File: src/rtl/uart_rx_fifo_if.sv
// Byte bus between the UART receiver/consumer side and the receive FIFO.
// The master drives the receiver level, byte and read/clear controls; the slave returns status.
interface uart_rx_fifo_if #(
  parameter int ADDR_W = 4
);
  logic              rx_valid;
  logic [7:0]        rx_data;
  logic              rd_en;
  logic              clr_ovf;
  logic [7:0]        rd_data;
  logic              rd_valid;
  logic              empty;
  logic              full;
  logic [ADDR_W:0]   count;
  logic              overflow;

  modport master (
    output rx_valid, rx_data, rd_en, clr_ovf,
    input  rd_data, rd_valid, empty, full, count, overflow
  );

  modport slave (
    input  rx_valid, rx_data, rd_en, clr_ovf,
    output rd_data, rd_valid, empty, full, count, overflow
  );
endinterface

File: src/rtl/uart_rx_fifo.sv
// UART receive FIFO: rising rx_valid writes a byte (1-cycle latency); reads return data 1 cycle after rd_en.
// No backpressure to the receiver: writes while full are dropped and latch a sticky overflow flag.
module uart_rx_fifo #(
  parameter int DEPTH  = 16,
  parameter int ADDR_W = 4
) (
  input  logic           sys_clk_i,
  input  logic           rst_n_i,
  uart_rx_fifo_if.slave  bus
);

  logic [7:0]        mem_q [DEPTH];
  logic              rv_q;
  logic [ADDR_W-1:0] wr_ptr_q, wr_ptr_d;
  logic [ADDR_W-1:0] rd_ptr_q, rd_ptr_d;
  logic [ADDR_W:0]   count_q, count_d;
  logic [7:0]        rd_data_q, rd_data_d;
  logic              rd_valid_q, rd_valid_d;
  logic              ovf_q, ovf_d;

  logic              full_w, empty_w;
  logic              wr_stb, wr_acc, rd_acc;

  // Status comes only from the registered count, so no input reaches these outputs combinationally.
  assign full_w  = (count_q == (ADDR_W+1)'(DEPTH));
  assign empty_w = (count_q == '0);

  assign wr_stb = bus.rx_valid & ~rv_q;
  assign wr_acc = wr_stb & ~full_w;
  assign rd_acc = bus.rd_en & ~empty_w;

  always_comb begin
    wr_ptr_d   = wr_ptr_q;
    rd_ptr_d   = rd_ptr_q;
    count_d    = count_q;
    rd_data_d  = rd_data_q;
    rd_valid_d = 1'b0;
    ovf_d      = ovf_q;

    if (wr_acc) wr_ptr_d = wr_ptr_q + (ADDR_W)'(1);

    if (rd_acc) begin
      rd_ptr_d   = rd_ptr_q + (ADDR_W)'(1);
      rd_data_d  = mem_q[rd_ptr_q];
      rd_valid_d = 1'b1;
    end

    case ({wr_acc, rd_acc})
      2'b10:   count_d = count_q + (ADDR_W+1)'(1);
      2'b01:   count_d = count_q - (ADDR_W+1)'(1);
      default: count_d = count_q;
    endcase

    // A dropped byte in the same cycle as a clear keeps the flag set.
    if (wr_stb && full_w)  ovf_d = 1'b1;
    else if (bus.clr_ovf)  ovf_d = 1'b0;
  end

  always_ff @(posedge sys_clk_i or negedge rst_n_i) begin
    if (!rst_n_i) begin
      rv_q       <= 1'b1;
      wr_ptr_q   <= '0;
      rd_ptr_q   <= '0;
      count_q    <= '0;
      rd_data_q  <= 8'h00;
      rd_valid_q <= 1'b0;
      ovf_q      <= 1'b0;
    end else begin
      rv_q       <= bus.rx_valid;
      wr_ptr_q   <= wr_ptr_d;
      rd_ptr_q   <= rd_ptr_d;
      count_q    <= count_d;
      rd_data_q  <= rd_data_d;
      rd_valid_q <= rd_valid_d;
      ovf_q      <= ovf_d;
    end
  end

  always_ff @(posedge sys_clk_i) begin
    if (wr_acc) mem_q[wr_ptr_q] <= bus.rx_data;
  end

  assign bus.rd_data  = rd_data_q;
  assign bus.rd_valid = rd_valid_q;
  assign bus.empty    = empty_w;
  assign bus.full     = full_w;
  assign bus.count    = count_q;
  assign bus.overflow = ovf_q;

endmodule

File: src/flat_wrapper.sv
// flat-port wrapper written by rule: the top's interface ports become plain ports
module uart_rx_fifo_flat 
#(
  parameter int DEPTH  = 16,
  parameter int ADDR_W = 4
)
  (sys_clk_i, rst_n_i, bus_rx_valid, bus_rx_data, bus_rd_en, bus_clr_ovf, bus_rd_data, bus_rd_valid, bus_empty, bus_full, bus_count, bus_overflow);
  uart_rx_fifo_if #(.ADDR_W(ADDR_W)) bus_i ();
  input  logic sys_clk_i;
  input  logic rst_n_i;
  input wire logic [$bits(bus_i.rx_valid)-1:0] bus_rx_valid;
  input wire logic [$bits(bus_i.rx_data)-1:0] bus_rx_data;
  input wire logic [$bits(bus_i.rd_en)-1:0] bus_rd_en;
  input wire logic [$bits(bus_i.clr_ovf)-1:0] bus_clr_ovf;
  output wire logic [$bits(bus_i.rd_data)-1:0] bus_rd_data;
  output wire logic [$bits(bus_i.rd_valid)-1:0] bus_rd_valid;
  output wire logic [$bits(bus_i.empty)-1:0] bus_empty;
  output wire logic [$bits(bus_i.full)-1:0] bus_full;
  output wire logic [$bits(bus_i.count)-1:0] bus_count;
  output wire logic [$bits(bus_i.overflow)-1:0] bus_overflow;
  assign bus_i.rx_valid = bus_rx_valid;
  assign bus_i.rx_data = bus_rx_data;
  assign bus_i.rd_en = bus_rd_en;
  assign bus_i.clr_ovf = bus_clr_ovf;
  assign bus_rd_data = bus_i.rd_data;
  assign bus_rd_valid = bus_i.rd_valid;
  assign bus_empty = bus_i.empty;
  assign bus_full = bus_i.full;
  assign bus_count = bus_i.count;
  assign bus_overflow = bus_i.overflow;
  uart_rx_fifo #(.DEPTH(DEPTH), .ADDR_W(ADDR_W)) u_core (.sys_clk_i(sys_clk_i), .rst_n_i(rst_n_i), .bus(bus_i));
endmodule
File: config.mk
export PLATFORM = sky130hd
export DESIGN_NAME = uart_rx_fifo_flat
export DESIGN_NICKNAME = d
export VERILOG_FILES = /design/src/rtl/uart_rx_fifo_if.sv /design/src/rtl/uart_rx_fifo.sv /design/src/flat_wrapper.sv
export SDC_FILE = /design/constraint.sdc
export NUM_CORES = 1
export LEC_CHECK = 0
export CAP_MARGIN = 40
export CORE_ASPECT_RATIO = 0.75
export CORE_MARGIN = 10
export CORE_UTILIZATION = 64
export CTS_CLUSTER_DIAMETER = 50
export CTS_CLUSTER_SIZE = 12
export DETAILED_ROUTE_END_ITERATION = 10
export PLACE_DENSITY = 0.84
export SLEW_MARGIN = 0
export SYNTH_ARGS = -nofsm -noshare
export SYNTH_HDL_FRONTEND = slang
export SYNTH_SLANG_ARGS = --single-unit
File: constraint.sdc
create_clock -name sys_clk_i -period 7.5 [get_ports sys_clk_i]
set_clock_uncertainty 0.2 [all_clocks]
set_input_delay 1.5 -clock sys_clk_i [delete_from_list [all_inputs] [get_ports sys_clk_i]]
set_output_delay 1.5 -clock sys_clk_i [all_outputs]
set_load 0.1 [all_outputs]
# Word-level counts from Yosys, hierarchy flattened
# Memories as Yosys holds them, arrays and structs flattened. A register that Yosys moved wholly into a read port is not among the register bits.
# Cells that the tools add are included.
op_classes:
  addsub: 4
  n_eq_ne: 3
  muxes: 6
  bitwise_logic: 6
  n_reduce_logical: 5
ops:
  columns: ["cell", "n"]
  rows:
  - ["5-bit one-hot mux with 2 select lines", 1]
  - ["4-bit by 1-bit adder with 4-bit output (second input constant)", 2]
  - ["5-bit by 1-bit adder with 5-bit output (second input constant)", 1]
  - ["5-bit == test (second input constant)", 1]
  - ["5-bit zero test", 1]
  - ["1-bit two-way mux", 5]
  - ["5-bit by 1-bit subtractor with 5-bit output (second input constant)", 1]
  - ["2-bit nonzero test", 2]
  - ["1-bit AND", 3]
  - ["1-bit NOT", 3]
  - ["2-bit by 1-bit == test with 1-bit output (second input constant)", 1]
  - ["2-bit == test (second input constant)", 1]
  - ["1-bit logical AND", 1]
  - ["1-bit zero test", 1]
word_totals:
  regBits: 16
  mem_bits_rw: 128
  in_bits: 13
  elab_cells: 31
  n_memories: 1
memory_table:
  columns: ["name", "depth", "word_bits", "read_ports", "rd_ports_with_merged_regs", "write_ports", "line", "text"]
  rows:
  - ["u_core.mem_q", 16, 8, 1, 1, 1, "uart_rx_fifo.sv:12", "logic [7:0] mem_q [DEPTH];"]

# Logic depth before layout (Yosys ltp)
# Gate-level depths: netlist (run 1).
logic_depth:
  depth_word: 5
  depth_mapped: 9
  mapped_depth_nobuf: 9

# Least setup slack after synthesis (run 1)
# Ideal clock, no wire load.
synth_path:
  path_type: "register to output"
  startpoint: "reg u_core.count_q[0] (netlist: u_core.bus.count[0])"
  endpoint: "out bus_empty"
  arrival_time_ps: 2747
  t_required_ps: 5800
  slack_ps: 3053
  path_stages_with_launch: 3
  path_buffers: 0
  cell_sequence: "dfrtp_1 -> or4_4 -> nor2_1"
synth_between:
  elab_chain_len: 1
synth_rtl:
  columns: ["element", "line", "text"]
  rows:
  - ["from (decl)", "uart_rx_fifo.sv:16", "logic [ADDR_W:0] count_q, count_d;"]
  - ["from (signal assigned)", "uart_rx_fifo.sv:72", "count_q <= count_d;"]
  - ["5-bit zero test", "uart_rx_fifo.sv:26", "assign empty_w = (count_q == '0);"]
  - ["to (decl)", "flat_wrapper.sv:17", "output wire logic [$bits(bus_i.empty)-1:0] bus_empty;"]
# Every way passes these cells.

# Final worst setup path (run 1)
layout_path:
  startpoint: "reg u_core.count_q[0] (netlist: u_core.bus.count[0])"
  endpoint: "out bus_full"
layout_between:
  elab_chain_len: 1
layout_rtl:
  columns: ["element", "line", "text"]
  rows:
  - ["5-bit == test", "uart_rx_fifo.sv:25", "assign full_w = (count_q == (ADDR_W+1)'(DEPTH));"]
  - ["to (decl)", "flat_wrapper.sv:18", "output wire logic [$bits(bus_i.full)-1:0] bus_full;"]
# Every way passes these cells.

==> summary.md, run 1 <==
| Metric | Value |
|---|---|
| Fillers | 483 |
| Initial antenna violation count | 0 |
| Final nets | around 380 |
| Routed len/inst | 25.4 µm |
| Total Routing Usage GR | 19.3% |
| Setup crit start kind | flop |
| Clock share of power | 27.3% |
| Synthesis Warnings | 0 |
| Final WS setup | about 3.3 ns |
| Inserted Diodes | 0 |
| IO buf count | 29 |
| Worst-Margin Slew | 0.837 ns |
| Post-layout util | between 70 and 80% |
| Power Density | between 400 and 500 nW/µm² |
| R2R Path Start | u_core.bus.count[0] |
| Clk_lat worst skew | 0.42 ns |
| P&R area growth vs syn | 20.6% |
| Sw frac | 35.2% |
| Die X | about 130 µm |
| Synth Area in Adders | roughly 2.2% |
| Total Routed Length | 12700 µm |
| CTS Hold Buffers Added | 0 |
| #FFs+latches synth | 152 |
| Routability cong. | 0.817 |
| Commonest non-fill, non-tap cell in the layout | edfxtp_1 |
| Worst Hold Class | reg2reg |
| DPL Wire Length | 7940 µm |
| Static leakage | 2.51 nW |
| Unique cell type count in the Yosys netlist | 36 |
| Post-detailed-route count of antenna-violating nets | 0 |
| Largest net degree at the start of global routing | 35 |
| Num CTS Buffers | 17 |
| Drt first pass iters | 4 |
| Reg2reg end | u_core.bus.count[4] |
| Crit Path Max Fanout | 6 |
| RSZ-0062 raised after global routing | false |
| CP Data Required Time | about 5.8 ns |
| Layout cell share with drive strength beyond 1 | approximately 27% |
| CTS Buffer Depth | 2 |
| Maximum VDD drop | 0.000223 V |
| Drt via density | 6.30 |
| Worst path arrival time | 2.45 ns |
| Setup TNS Final | 0 ns |
| Starting DRT DRC Count | 292 |
| Die area | 13800 µm² |
| P_int | approximately 2.0 mW |
| Flop pwr share | 36.1% |
| CTS tree | done |
| Final hold vios | 0 |
| Detailed-route via count | 3142 |
| Synth Area in Compound Gates | 3.26% |
| Core ar. | between 9000 and 10000 µm² |
| Mapped cell area | 6070 µm² |
| Worst Setup SP | u_core.bus.count[0] |
| Clock sink count | 152 |
| Final setup fails | 0 |
| Main combinational cell family by area after synthesis | multiplexers |
| Max-Cap Viols | 0 |
| Vertical die dimension | 104 µm |
| Vias in the first global route | 3367 |
| P_sw | approximately 1.1 mW |
| Reg2Reg Setup Slack | approximately 4.0 ns |
| Most frequent cells in the layout | edfxtp_1 (128), mux4_2 (32), clkdlybuf4s50_1 (29) |
| Post-layout minimum cycle time | 4.15 ns |
| IO Count | 30 |
| Gr ovfl total | 0 |
| Crit path largest cell delay | between 0.5 and 0.6 ns |
| Combinational share of power | 36.6% |
| Predominant post-synthesis flop cell | edfxtp_1 |
| # rows | 30 |
| Ys async rst share | 15.8% |
| DRC Markers | 0 |
| Multiplexer share of the synthesized area | 14.5% |
| Mean area per synthesized cell | 19.9 µm² |
| Synth Area in XOR/XNOR | roughly 1.4% |
| Status | complete, no violations |
| First-pass GRT wire length | 20000 µm |
| Simple-Gate Fraction of Synth Area | between 3 and 4% |
| Root buf cell | clkbuf_16 |
| Worst setup path endpoint | bus_full |
| DP Worst Slack | 3.06 ns |
| Worst slew margin | around 44% |
| Resize count post-CTS | 0 |
| Fmax | 0.241 GHz |
| Post-synth EDFFs | around 130 |
| Worst hold slack | 0.362 ns |
| Postcts setup bufs | 0 |
| Initial Util | 66.2% |
| Share of the yosys chip area belonging to registers | 73.3% |
| Syn nets | roughly 330 |
| CTS clock-pin slew for the worst setup and hold paths | 0.06 ns |
| Kind of end point of the critical path | output pin |
| Worst-path cell chain | nor4_1, nand2_1, inv_1, clkdlybuf4s50_1, buf_8 |
| Slowest CP cell | nor4_1 |
| Final Max Tran Viols | 0 |
| Final Cycle Share | 55.4% |
| Critical path class | reg2out |
| Worst R2R Path Depth | 8 |
| H-tree levels | 4 |
| Synth Instances | a little over 300 |
## registers in the layout, summed over array words and instances, names as in the netlist
name                 count
u_core.mem_q           128
u_core.bus.rd_data       8
u_core.bus.count         5
u_core.rd_ptr_q          4
u_core.wr_ptr_q          4
u_core.bus.overflow      1
u_core.bus.rd_valid      1
u_core.rv_q              1
## worst min-delay path by stage
stage | from | end | cells after the start
after CTS | u_core.bus.rd_data[5] | u_core.bus.rd_data[5] | 1
after global placement | u_core.bus.rd_data[5] | u_core.bus.rd_data[5] | 1
after global routing | u_core.bus.rd_data[5] | u_core.bus.rd_data[5] | 1
final | u_core.bus.rd_data[5] | u_core.bus.rd_data[5] | 1
after floorplan | u_core.wr_ptr_q[3] | u_core.wr_ptr_q[3] | 1
after detailed placement | u_core.bus.rd_data[5] | u_core.bus.rd_data[5] | 1
## area by class of cell
type	instances	area, µm²	share of cell area (%)
clock inverter	13	148	2.02
clock buffer	19	453	6.19
timing repair buffer	49	576	7.87
inverter	5	18.8	0.257
sequential	152	4450	60.8
tap	128	160	2.19
multi-input combinational	133	1510	20.7
## synth_stat cells (5+ instances only)
cell	n	share of area, %
dfrtp_1	23	9.5
edfxtp_1	128	63
and2_1	12	1.2
a21oi_1	9	0.74
mux2_2	8	1.5
clkbuf_1	8	0.50
inv_1	5	0.31
ha_1	9	1.9
mux4_2	32	12
o22ai_1	15	1.5
xnor2_1	8	1.2
nand2_1	6	0.37
## power groups by stage
stage          registers [mW]  clock network [mW]  logic [mW]
5_1_grt                  1.13               0.893        1.20
3_3_place_gp             1.12                   0       0.974
3_5_place_dp             1.13                   0        1.13
6_report                 1.12               0.847        1.14
2_1_floorplan            1.34                   0       0.553
4_1_cts                  1.12               0.856        1.15
## per-stage QoR
step / power, mW / instances / instance area, µm²
floorplan: 1.90 / 305 / 6070
global route: 3.23 / 499 / 7320
detailed placement: 2.27 / 467 / 6720
global placement: 2.10 / 449 / 6440
CTS: 3.12 / 499 / 7320
finish: 3.11 / 499 / 7320
## critical path: cells and delay by family, from the launching register on
family / cells / cell delay [ns]
flops: 1 / 0.48
simple gates: 2 / 0.76
buf+inv: 3 / 0.78
## layer usage
layer  global-route usage, %  share of wire (%)  wire length [µm]  vias up
li1                        -                  -                 -     1343
met1                    25.0                 38              4770     1616
met4                    6.50                2.0               249        0
met2                    30.1                 51              6440      157
met3                    6.27                9.7              1230       26
met5                       0                  0                 0        -
## cells by family after synthesis
kind of cell	Yosys count
xor gates and xnor gates	10
DFF	152
buffers and inverters	20
AOI/OAI and AO/OA	32
and+or+nand+nor	35
muxes	46
adders and majority gates	10
Power figures use the tool's default switching activity.
==> inputs of run 2 (changes only) <==
--- a/config.mk
+++ b/config.mk
@@ -8,11 +8,11 @@
 export CAP_MARGIN = 40
 export CORE_ASPECT_RATIO = 0.75
 export CORE_MARGIN = 10
-export CORE_UTILIZATION = 64
+export CORE_UTILIZATION = 54
 export CTS_CLUSTER_DIAMETER = 50
 export CTS_CLUSTER_SIZE = 12
 export DETAILED_ROUTE_END_ITERATION = 10
-export PLACE_DENSITY = 0.84
+export PLACE_DENSITY = 0.76
 export SLEW_MARGIN = 0
 export SYNTH_ARGS = -nofsm -noshare
 export SYNTH_HDL_FRONTEND = slang
==> constraint.sdc (replaced) <==
create_clock -name sys_clk_i -period 3.4 [get_ports sys_clk_i]
set_clock_uncertainty 0.2 [all_clocks]
set_input_delay 0.68 -clock sys_clk_i [delete_from_list [all_inputs] [get_ports sys_clk_i]]
set_output_delay 0.68 -clock sys_clk_i [all_outputs]
set_load 0.1 [all_outputs]
==> run 2 against run 1 <==
Effect of this change: critical path type is now reg2reg; via count is 6.5% lower; wire length is 7.9% lower; sequential cell count stayed put; core utilization is 16 points lower; cell count is 0.60% lower; critical endpoint is now u_core.bus.count[4]; die area is 15% higher; highest routed layer unchanged.
==> summary.md, run 2 (same netlist as run 1, synthesis figures left out) <==
| Metric | Value |
|---|---|
| P&R area growth vs syn | 15.8% (was 20.6%) |
| Register Area | 4450 µm² (about the same) |
| Total Routed Length | 11700 µm (was 12700 µm) |
| Final setup fails | 0 (unchanged) |
| Critical path class | reg2reg (was reg2out) |
| Layout cell share with drive strength beyond 1 | 29.5% (was 27.0%) |
| Sw frac | 36.3% (was 35.2%) |
| Final hold vios | 0 (unchanged) |
| Core ar. | 10900 µm² (was 9160 µm²) |
| Largest net degree at the start of global routing | 31 (was 35) |
| Post-detailed-route count of antenna-violating nets | 0 (unchanged) |
| Clock sink count | 152 (unchanged) |
| Gr ovfl total | 0 (unchanged) |
| Die area | 15900 µm² (was 13800 µm²) |
| Flop pwr share | 38.9% (was 36.1%) |
| Final nets | 366 (was 381) |
| Final Max Tran Viols | 0 (unchanged) |
| Crit path largest cell delay | 0.57 ns (was 0.58 ns) |
| P_sw | 2.33 mW (was 1.09 mW) |
| Commonest non-fill, non-tap cell in the layout | edfxtp_1 (unchanged) |
| Drt via density | 5.92 (was 6.30) |
| Final Power | 6.43 mW (was 3.11 mW) |
| Worst slew margin | 49.1% (was 44.2%) |
| CTS Buffer Depth | 2 (unchanged) |
| Kind of end point of the critical path | flop (was output pin) |
| Resize count post-CTS | 0 (unchanged) |
| CTS clock-pin slew for the worst setup and hold paths | 0.06 ns (about the same) |
| Area of the multi-input gates | 1520 µm² (was 1510 µm²) |
| Crit Path Max Fanout | 6 (unchanged) |
| Clk_lat worst skew | 0.41 ns (was 0.42 ns) |
| Slowest CP cell | or4_4 (was nor4_1) |
| Drt first pass iters | 4 (unchanged) |
| Starting DRT DRC Count | 264 (was 292) |
| Detailed-route via count | 2938 (was 3142) |
| Post-layout minimum cycle time | 2.99 ns |
| Setup TNS Final | 0 ns (unchanged) |
| Power Density | 915 nW/µm² (was 425 nW/µm²) |
| Largest Register | u_core.mem_q (unchanged) |
| Routability cong. | 0.796 (was 0.817) |
| Total Routing Usage GR | 14.9% (was 19.3%) |
| IO buf count | 29 (unchanged) |
| Worst Hold Class | reg2reg (unchanged) |
| Fmax | 0.334 GHz |
| Delay-heaviest family, CP | adder cells (was buffers and inverters) |
| Max-Cap Viols | 0 (unchanged) |
| Combinational share of power | 33.3% (was 36.6%) |
| Maximum VDD drop | 0.000533 V (was 0.000223 V) |
| RSZ-0062 raised after global routing | false (unchanged) |
| DRC Markers | 0 (unchanged) |
| Buf/Inv on CP | 0 (was 3) |
| DPL Wire Length | 7550 µm (was 7940 µm) |
| H-tree levels | 4 (unchanged) |
| Clock share of power | 27.8% (was 27.3%) |
| Static leakage | 2.39 nW (was 2.51 nW) |
| P_int | 4.10 mW (was 2.01 mW) |
| CTS Hold Buffers Added | 0 (unchanged) |
| Post-layout util | 64.2% (was 79.9%) |
| CTS tree | done (unchanged) |
| CP Data Required Time | 3.53 ns (was 5.80 ns) |
| Initial Util | 55.4% (was 66.2%) |
| Vertical die dimension | 112 µm (was 104 µm) |
| # rows | 33 (was 30) |
| Routed len/inst | 23.6 µm (was 25.4 µm) |
| Max reg flops | 128 (unchanged) |
| Status | complete, no violations (unchanged) |
| Most frequent cells in the layout | edfxtp_1 (128), mux4_2 (32), buf_4 (21) (was edfxtp_1 (128), mux4_2 (32), clkdlybuf4s50_1 (29)) |
| Vias in the first global route | 3048 (was 3367) |
| Worst-Margin Slew | 0.764 ns (was 0.837 ns) |
| Inserted Diodes | 0 (unchanged) |
| Root buf cell | clkbuf_16 (unchanged) |
| Postcts setup bufs | 0 (unchanged) |
| Initial antenna violation count | 0 (unchanged) |
| First-pass GRT wire length | 17800 µm (was 20000 µm) |
| Fillers | 718 (was 483) |
| Num CTS Buffers | 17 (unchanged) |
| Worst-path cell chain | or4_4, o21a_1, ha_1, fa_1, a21o_1, a21oi_1, mux2i_1, xnor2_1 (was nor4_1, nand2_1, inv_1, clkdlybuf4s50_1, buf_8) |
| Die X | 142 µm (was 132 µm) |
| Setup crit start kind | flop (unchanged) |
| Worst path arrival time | 3.12 ns (was 2.45 ns) |
| Final Cycle Share | 88.1% |
| IO Count | 30 (unchanged) |
[run 2: cell types whose count changed in the layout (fill, tap and decap cells not counted), moves of 2 or more]
cell             change
inv_6                +5
clkinv_4             -3
buf_8               -18
buf_4               +19
dfrtp_1              -3
dfrtp_2              +3
clkdlybuf4s50_1     -17
clkbuf_8             -2
[run 2: power groups by stage]
stage                     registers [mW]  clock network (mW)  logic, mW
after detailed placement            2.54                   0       2.15
after CTS                           2.51                1.82       2.15
after floorplan                     2.96                   0       1.22
after global placement              2.53                   0       2.10
final                               2.50                1.79       2.14
after global routing                2.54                1.89       2.26
[run 2: final timing paths]
path / start / to / slack [ns] / depth (start not counted)
min in group asynchronous: rst_n_i / u_core.rd_ptr_q[3] / 0.44 / 2
max in group asynchronous: rst_n_i / u_core.rv_q / 2.27 / 2
min: u_core.bus.rd_data[5] / u_core.bus.rd_data[5] / 0.32 / 1
max reg2reg: u_core.bus.count[0] / u_core.bus.count[4] / 0.41 / 8
max: u_core.bus.count[0] / u_core.bus.count[4] / 0.41 / 8
min reg2reg: u_core.bus.rd_data[5] / u_core.bus.rd_data[5] / 0.32 / 1
[run 2: stage by stage]
step / cells / hold WS, ns / cell area [µm²] / setup slack [ns]
2_1_floorplan: 305 / 0.184 / 6070 / 0.0289
3_3_place_gp: 464 / 0.305 / 6460 / 0.246
3_5_place_dp: 464 / 0.304 / 6460 / 0.131
4_1_cts: 496 / 0.324 / 7030 / 0.399
5_1_grt: 496 / 0.352 / 7030 / 0.319
6_report: 496 / 0.322 / 7030 / 0.406
[run 2: final cells by class]
class | instances | area share [%]
flip-flops and latches | 152 | 63.3
multi-input cells | 133 | 21.6
clock buffers | 17 | 6.06
repair buffers | 34 | 4.24
well taps | 140 | 2.49
clock inverters | 15 | 2.01
inverters | 5 | 0.267
[run 2: metal layers]
| metal | wire (µm) | part of all wire (%) | vias up | global-route usage, % |
|---|---|---|---|---|
| met2 | 5730 | 49 | 97 | 22.7 |
| met4 | 140 | 1.2 | 0 | 4.44 |
| met3 | 1090 | 9.4 | 10 | 4.93 |
| li1 | - | - | 1316 | - |
| met5 | 0 | 0 | - | 0 |
| met1 | 4730 | 40 | 1515 | 20.2 |
[run 2: worst reg2reg max path: stages (launching register included)]
cell and delay [ns]:
dfrtp_2 0.45, or4_4 0.57, o21a_1 0.21, ha_1 0.30, fa_1 0.42, a21o_1 0.19
a21oi_1 0.16, mux2i_1 0.24, xnor2_1 0.16
==> inputs of run 3 (changes only) <==
--- a/config.mk
+++ b/config.mk
@@ -13,7 +13,6 @@
 export CTS_CLUSTER_SIZE = 12
 export DETAILED_ROUTE_END_ITERATION = 10
 export PLACE_DENSITY = 0.76
-export SLEW_MARGIN = 0
 export SYNTH_ARGS = -nofsm -noshare
 export SYNTH_HDL_FRONTEND = slang
 export SYNTH_SLANG_ARGS = --single-unit
==> results of run 3 <==
No change in the layout: final DEF, timing and power equal those of run 2.
